<file path="src/rtl/pattern_event_logger.sv">
// Per-pattern saturating hit counters plus a timestamped {pattern, time} record FIFO
// fed by the sequence detector's match pulse and drained over a valid/ready port.
module pattern_event_logger #(
    parameter int unsigned PW  = 2,
    parameter int unsigned TSW = 8,
    parameter int unsigned CW  = 8,
    parameter int unsigned AW  = 2
) (
    input  logic            clk,
    input  logic            rst_n,
    input  logic            det_valid,
    input  logic [PW-1:0]   det_pattern,
    input  logic            clr,
    output logic            rd_valid,
    output logic [PW-1:0]   rd_pattern,
    output logic [TSW-1:0]  rd_time,
    input  logic            rd_ready,
    input  logic [PW-1:0]   cnt_sel,
    output logic [CW-1:0]   cnt_value,
    output logic [AW:0]     level,
    output logic            overflow
);

    localparam int unsigned NPAT  = 1 << PW;
    localparam int unsigned DEPTH = 1 << AW;
    localparam int unsigned LW    = AW + 1;

    logic [TSW-1:0] ts_q, ts_d;
    logic [CW-1:0]  cnt_q [NPAT];
    logic [CW-1:0]  cnt_d [NPAT];
    logic [PW-1:0]  mem_pat_q [DEPTH];
    logic [PW-1:0]  mem_pat_d [DEPTH];
    logic [TSW-1:0] mem_time_q [DEPTH];
    logic [TSW-1:0] mem_time_d [DEPTH];
    logic [AW-1:0]  wr_ptr_q, wr_ptr_d;
    logic [AW-1:0]  rd_ptr_q, rd_ptr_d;
    logic [LW-1:0]  level_q, level_d;
    logic           overflow_q, overflow_d;

    logic full_c;
    logic pop_c;
    logic push_c;
    logic drop_c;

    // Full/empty come from the occupancy count, so pointers may freely wrap.
    always_comb begin
        full_c = (level_q == LW'(DEPTH));
        pop_c  = (level_q != '0) && rd_ready;
        push_c = det_valid && (!full_c || pop_c);
        drop_c = det_valid && full_c && !pop_c;
    end

    always_comb begin
        ts_d       = ts_q + TSW'(1);
        cnt_d      = cnt_q;
        mem_pat_d  = mem_pat_q;
        mem_time_d = mem_time_q;
        wr_ptr_d   = wr_ptr_q;
        rd_ptr_d   = rd_ptr_q;
        level_d    = level_q;
        overflow_d = overflow_q;

        if (clr) begin
            ts_d       = '0;
            wr_ptr_d   = '0;
            rd_ptr_d   = '0;
            level_d    = '0;
            overflow_d = 1'b0;
            for (int i = 0; i < NPAT; i++) begin
                cnt_d[i] = '0;
            end
        end else begin
            // Counting ignores FIFO state: dropped records still count.
            if (det_valid && (cnt_q[det_pattern] != {CW{1'b1}})) begin
                cnt_d[det_pattern] = cnt_q[det_pattern] + CW'(1);
            end
            if (push_c) begin
                mem_pat_d[wr_ptr_q]  = det_pattern;
                mem_time_d[wr_ptr_q] = ts_q;
                wr_ptr_d             = wr_ptr_q + AW'(1);
            end
            if (pop_c) begin
                rd_ptr_d = rd_ptr_q + AW'(1);
            end
            if (push_c && !pop_c) begin
                level_d = level_q + LW'(1);
            end else if (pop_c && !push_c) begin
                level_d = level_q - LW'(1);
            end
            if (drop_c) begin
                overflow_d = 1'b1;
            end
        end
    end

    always_ff @(posedge clk or negedge rst_n) begin
        if (!rst_n) begin
            ts_q       <= '0;
            wr_ptr_q   <= '0;
            rd_ptr_q   <= '0;
            level_q    <= '0;
            overflow_q <= 1'b0;
            for (int i = 0; i < NPAT; i++) begin
                cnt_q[i] <= '0;
            end
            for (int i = 0; i < DEPTH; i++) begin
                mem_pat_q[i]  <= '0;
                mem_time_q[i] <= '0;
            end
        end else begin
            ts_q       <= ts_d;
            wr_ptr_q   <= wr_ptr_d;
            rd_ptr_q   <= rd_ptr_d;
            level_q    <= level_d;
            overflow_q <= overflow_d;
            cnt_q      <= cnt_d;
            mem_pat_q  <= mem_pat_d;
            mem_time_q <= mem_time_d;
        end
    end

    // Head record falls through; zeroed while empty.
    always_comb begin
        rd_valid   = (level_q != '0);
        rd_pattern = rd_valid ? mem_pat_q[rd_ptr_q] : '0;
        rd_time    = rd_valid ? mem_time_q[rd_ptr_q] : '0;
        cnt_value  = cnt_q[cnt_sel];
        level      = level_q;
        overflow   = overflow_q;
    end

endmodule

</file>
<file path="config.mk">
export PLATFORM = sky130hd
export DESIGN_NAME = pattern_event_logger
export DESIGN_NICKNAME = d
export VERILOG_FILES = /design/src/rtl/pattern_event_logger.sv
export SDC_FILE = /design/constraint.sdc
export NUM_CORES = 1
export LEC_CHECK = 0
export BUFFER_PORTS_ARGS = -buffer_cell sky130_fd_sc_hd__buf_2
export CAP_MARGIN = 20
export CORE_MARGIN = 8
export CORE_UTILIZATION = 43
export DETAILED_ROUTE_END_ITERATION = 10
export PLACE_DENSITY = 0.69
export SLEW_MARGIN = 20
export SYNTH_ARGS = -nofsm -noshare
export SYNTH_HDL_FRONTEND = slang
export SYNTH_SLANG_ARGS = --single-unit
</file>
<file path="constraint.sdc">
create_clock -name clk -period 3.2 [get_ports clk]
set_input_delay 0.64 -clock clk [delete_from_list [all_inputs] [get_ports clk]]
set_output_delay 0.64 -clock clk [all_outputs]
set_load 0.03 [all_outputs]
</file>
==> results.yml, run 1 <==
pwr:
  powerDensity_nw_per_um2: 574
  vdd_drop_max_mv: 0.319
  p_leak_nw: 2.24
sta:
  max_freq_mhz: 384
  slew_headroom_pct: 54.2
  fin_crit_ns: 2.60
  tns_ns: 0
  tightest_slew_ns: 0.687
  slew_viol_final: 0
  hold_viol: 0
  grt_setup_unrepaired: "false"
  hold_ws_ns: 0.333
  setup_violations: 0
  finalClockSkew_ns: 0.00791
  post-route-period-util_pct: 81.3
clock_tree:
  clock-sinks: 88
  cts_setup_buffers: 0
  ctsResizeCount: 0
  numCtsBuffers: 9
  cts-root-buf: "clkbuf_8"
  cts_tree: "done"
  cts_hold_buf: 0
  htree_num_levels: 3
  clk_pin_slew_worst_paths_ns: 0.08
  clk_path_buf_depth: 2
  clk_latency_ns: 0.34
yosys:
  synth-seq-area-share_pct: 49.0
  syn_inst: 350
  yosys_warnings: 0
  synth-seq-cells: 88
  synth_cell_types: 40
  syn_area_um2: 4500
  synth_fp_nets: 366
  syn_avg_cell_area_um2: 12.9
layout:
  antenna_cells: 0
  instances_no_fill: 519
  drive_above_1_share_pct: 32.9
  design_area_um2: 4980
  fin_nets: 394
  area_growth_pct: 10.8
global_route:
  antenna_found_initial: 0
  grt_use_total_pct: 13.7
  grt-ovfl-total: 0
  grt_pass1_wl_um: 15800
  first_global_vias: 3095
  grt_max_degree: 55
setup_path:
  reg2reg_slack_ns: 0.75
  critical_path_required_ns: 3.46
  worstSetupEndpointType: "register"
  cp.arrival_ns: 2.86
  crit_type: "input pin to register"
  cp-start-kind: "input pin"
  r2r_cells: 7
  startpoint: "det_pattern[0]"
  cp_max_fo: 12
  r2r-start: "cnt_q[0]"
  reg2reg_to: "cnt_q[22]"
floorplan:
  die_x_um: 118
  start_util_pct: 44.0
  std_cell_rows: 37
  io_pins: 32
  core_area_um2: 10200
  die-area_um2: 14000
  dieHeight_um: 118
route:
  drt-initial-drc-count: 121
  routed_wl_um: 9020
  drc: 0
  drt-pass1-iter-count: 4
  wl_per_cell_um: 17.4
  vias_per_cell: 5.45
  vias: 2826
  ant_nets: 0
placement:
  dp_cells: 503
  gp_congestion: 0.788
  place_area_um2: 4780
  dp_hpwl_um: 6150
  io_buffers: 31
min_path:
  hold_class: "input pin to async pin"
flow_run:
  max_cap_viol_count: 0
status:
  status: "finished clean"
[placed cells by master (no fill, tap or decap), types with 9 or more instances in the layout]
cell | synthesis | final
dfrtp_1 | 88 | 88
mux2_2 | 32 | 32
mux2i_1 | 9 | 9
xor2_1 | 12 | 12
buf_4 | 0 | 9
nand2_1 | 10 | 10
mux4_2 | 26 | 26
clkbuf_8 | 0 | 10
a211oi_1 | 18 | 18
and2_1 | 11 | 11
nor2_1 | 51 | 51
buf_2 | 4 | 30
[how the worst max path moves through the flow]
stage	to	slack (ns)	cells past startpoint
detailed placement	cnt_q[22]	0.24	8
global placement	cnt_q[16]	0.31	8
floorplan	cnt_q[18]	0.36	9
CTS	cnt_q[22]	0.61	8
finish	cnt_q[22]	0.60	8
global route	cnt_q[23]	0.50	8
[area by class of cell]
type | instances | area, µm²
clock buffer | 11 | 141
fill | 910 | 5250
inverter | 8 | 30.0
multi-input combinational | 231 | 2140
clock inverter | 5 | 56.3
sequential | 88 | 2200
timing repair buffer | 40 | 238
tap | 136 | 170
[worst max-delay path: stages]
cell and delay [ns]:
buf_2 0.20, mux4_2 0.60, ha_1 0.28, and3_2 0.27, a211oi_4 0.32, buf_4 0.25, nor2_1 0.07, a211oi_2 0.22
[registers in the layout, summed over array words and instances (netlist names)]
name	count
mem_pat_q	8
overflow	1
rd_ptr_q	2
wr_ptr_q	2
cnt_q	32
ts_q	8
level	3
mem_time_q	32
[metal layers]
metal  track usage [%]  part of all wire, %
met5                 0                    0
met1              17.1                   45
met4              3.68                 0.55
met3              3.28                  3.5
met2              23.2                   51
[report_power, final]
group / switching [mW] / internal (mW)
sequential: 0.0974 / 1.24
combinational: 0.439 / 0.324
clock: 0.375 / 0.381
[through the flow]
stage | power [mW] | utilization, % | setup slack, ns
after floorplan | 1.91 | - | 0.364
after global placement | 2.12 | 46.8 | 0.312
after detailed placement | 2.14 | 46.8 | 0.240
after CTS | 2.90 | 48.7 | 0.610
after global routing | 3.03 | 48.7 | 0.502
final | 2.86 | 48.7 | 0.599
[synth_stat cells]
library cell	count	area share, %
a31o_2	1	0.19
a21oi_4	1	0.36
a211oi_1	18	3.0
buf_6	4	1.0
and2_1	11	1.5
ha_1	6	1.7
a211oi_4	2	0.89
a41oi_1	1	0.19
nor2b_1	1	0.14
xor2_1	12	2.3
nand3b_1	2	0.33
o32a_1	1	0.22
dfrtp_1	88	49
or3_1	2	0.28
nor3_1	3	0.33
mux2i_1	9	2.0
a211oi_2	6	1.7
inv_1	8	0.67
o22ai_1	1	0.14
nand3_1	8	0.89
a21oi_2	1	0.19
nand2b_1	1	0.14
nor2_1	51	4.3
nor4_1	1	0.14
fa_1	1	0.45
nand4_1	1	0.14
buf_1	4	0.33
mux2_1	8	2.0
a21oi_1	2	0.22
nand2_1	10	0.83
o22a_1	1	0.19
buf_2	4	0.45
xnor2_1	5	0.97
o21ai_0	2	0.22
and3_2	1	0.17
and4_4	1	0.25
clkbuf_1	11	0.92
mux4_2	26	13
and3_1	2	0.28
mux2_2	32	8.0
[cell families (layout without fill, tap and decap cells)]
family | Yosys count | after routing | synth area share [%]
AOI/OAI and AO/OA | 37 | 37 | 7.51
xor gates and xnor gates | 17 | 17 | 3.31
adders and majority gates | 7 | 7 | 2.11
buffers and inverters | 31 | 64 | 3.37
DFF | 88 | 88 | 49.0
muxes | 75 | 75 | 25.0
and+or+nand+nor | 95 | 95 | 9.71
Power figures use the tool's default switching activity.
==> run 2: changes to the inputs <==
PLACE_DENSITY = 0.71   (was 0.69)
clock period = 2.2 ns   (was 3.2 ns; I/O delays follow)
==> run 2 against run 1 <==
Critical endpoint is now rd_time[2]. Core utilization grew 5.0 points. Final cell count grew 7.7%. Clock skew shrank 0.0027 ns. Sequential share of layout area shrank 4.0 points. Largest power group unchanged. Setup slack lost 0.55 ns. First-iteration DRC count grew 21%. Flip-flop and latch count is the same.
==> results.yml, run 2 (synthesis results as in run 1) <==
placement:
  dp_slack_ns: -0.246
  dp_hpwl_um: 6880
  io_buffers: 31
  gp_congestion: 0.822
setup_path:
  reg2reg_to: "cnt_q[9]"
  critPathMaxStageDelay_ns: 0.52
  cp.arrival_ns: 1.71
  reg2reg_slack_ns: 0.08
  r2r_cells: 7
  r2r-start: "cnt_q[8]"
  crit_cells: 4
  critical_path_required_ns: 1.76
  cp_slowest_cell: "mux4_2"
  crit_type: "register to output pin"
  cp-start-kind: "register"
  path_buf_inv: 2
  path_cells: "buf_8 -> mux4_2 -> and2_4 -> buf_6"
  worstSetupEndpointType: "output pin"
  cp_max_fo: 6
  cp_top_family: "multiplexers"
layout:
  fin_nets: 435
  reg.largest.list: "cnt_q (32), mem_time_q (32)"
  antenna_cells: 0
  multi_input_area_um2: 2220
  seq_area_um2: 2210
  drive_above_1_share_pct: 44.9
  area_growth_pct: 22.0
  final_cell_mix: "dfrtp_1 (84), nor2_1 (44), buf_4 (44)"
  final_common_cell: "dfrtp_1"
  nFillCells: 824
clock_tree:
  clk_path_buf_depth: 2
  numCtsBuffers: 9
  htree_num_levels: 3
  clock-sinks: 88
  cts-root-buf: "clkbuf_8"
  clk_pin_slew_worst_paths_ns: 0.09
  clk_latency_ns: 0.36
  cts_tree: "done"
  cts_hold_buf: 0
floorplan:
  die-area_um2: 14000
  core_area_um2: 10200
  dieHeight_um: 118
  die_x_um: 118
  io_pins: 32
  start_util_pct: 44.0
  std_cell_rows: 37
pwr:
  vdd_drop_max_mv: 0.450
  power.total_mw: 4.61
  p_leak_nw: 2.49
  powerDensity_nw_per_um2: 839
global_route:
  grt_use_total_pct: 14.7
  grt_pass1_wl_um: 16500
  grt-busiest-layer: "met2"
  grtUsageMet3_pct: 2.43
  grt_max_degree: 49
  use_met2_pct: 24.3
  use_met1_pct: 18.9
  grt-ovfl-total: 0
  antenna_found_initial: 0
  first_global_vias: 3264
sta:
  slew_viol_final: 0
  max_freq_mhz: 466
  grt_setup_unrepaired: "true"
  tightest_slew_ns: 0.571
  setup_violations: 0
  hold_viol: 0
  fin_crit_ns: 2.15
  post-route-period-util_pct: 97.6
  finalClockSkew_ns: 0.00518
  layout_setup_ws_ns: 0.0520
  slew_headroom_pct: 62.0
route:
  wl_per_cell_um: 17.7
  routed_wl_um: 9920
  drt-pass1-iter-count: 4
  drt-initial-drc-count: 146
  vias_per_cell: 5.43
  drc: 0
  ant_nets: 0
  vias: 3036
flow_run:
  max_cap_viol_count: 0
min_path:
  hold_class: "input pin to async pin"
status:
  status: "finished clean"
## run 2: area by class of cell
type	count	share of cell area, %
multi-input cells	231	40.4
flip-flops and latches	88	40.2
repair buffers	81	11.9
well taps	136	3.10
clock buffers	10	2.33
clock inverters	5	1.50
inverters	8	0.547
## run 2: how the worst max path moves through the flow
stage | start | to
after floorplan | det_pattern[0] | cnt_q[18]
after CTS | rd_ptr_q[0] | rd_time[2]
final | rd_ptr_q[0] | rd_time[2]
after detailed placement | det_pattern[0] | cnt_q[12]
after global routing | cnt_q[1] | cnt_q[9]
after global placement | det_pattern[0] | cnt_q[12]
## run 2: stage by stage
stage               hold WS [ns]  TNS, ns  std cells  instance area (µm²)  util (%)
finish                    0.0560        0        559                 5490      53.7
floorplan                  0.144    -1.91        350                 4600         -
detailed placement         0.461    -5.06        539                 5140      50.3
CTS                       0.0690   -0.112        558                 5490      53.7
global placement           0.450    -3.77        539                 5140      50.3
global route              0.0908  -0.0360        559                 5490      53.7
## run 2: metal layers
metal / share of wire (%) / routed length [µm]
met1: 46 / 4550
met3: 2.4 / 240
met4: 1.7 / 168
met2: 50 / 4960
met5: 0 / 0
## run 2: power by group
group,total (mW),switching (mW),internal [mW],leakage [nW]
logic,1.44,0.730,0.709,1.19
clock network,1.21,0.578,0.636,0.106
registers,1.95,0.140,1.81,1.19
total,4.61,1.45,3.16,2.49
## run 2: what timing repair did
action | 4_1_cts | 5_1_grt
pin swaps | 5 | 0
gates resized for setup | 32 | 6
endpoints found under the setup margin | 10 | 13
setup buffers | 3 | 3
endpoints found under the hold margin | 0 | 0
cloned | 1 | 0
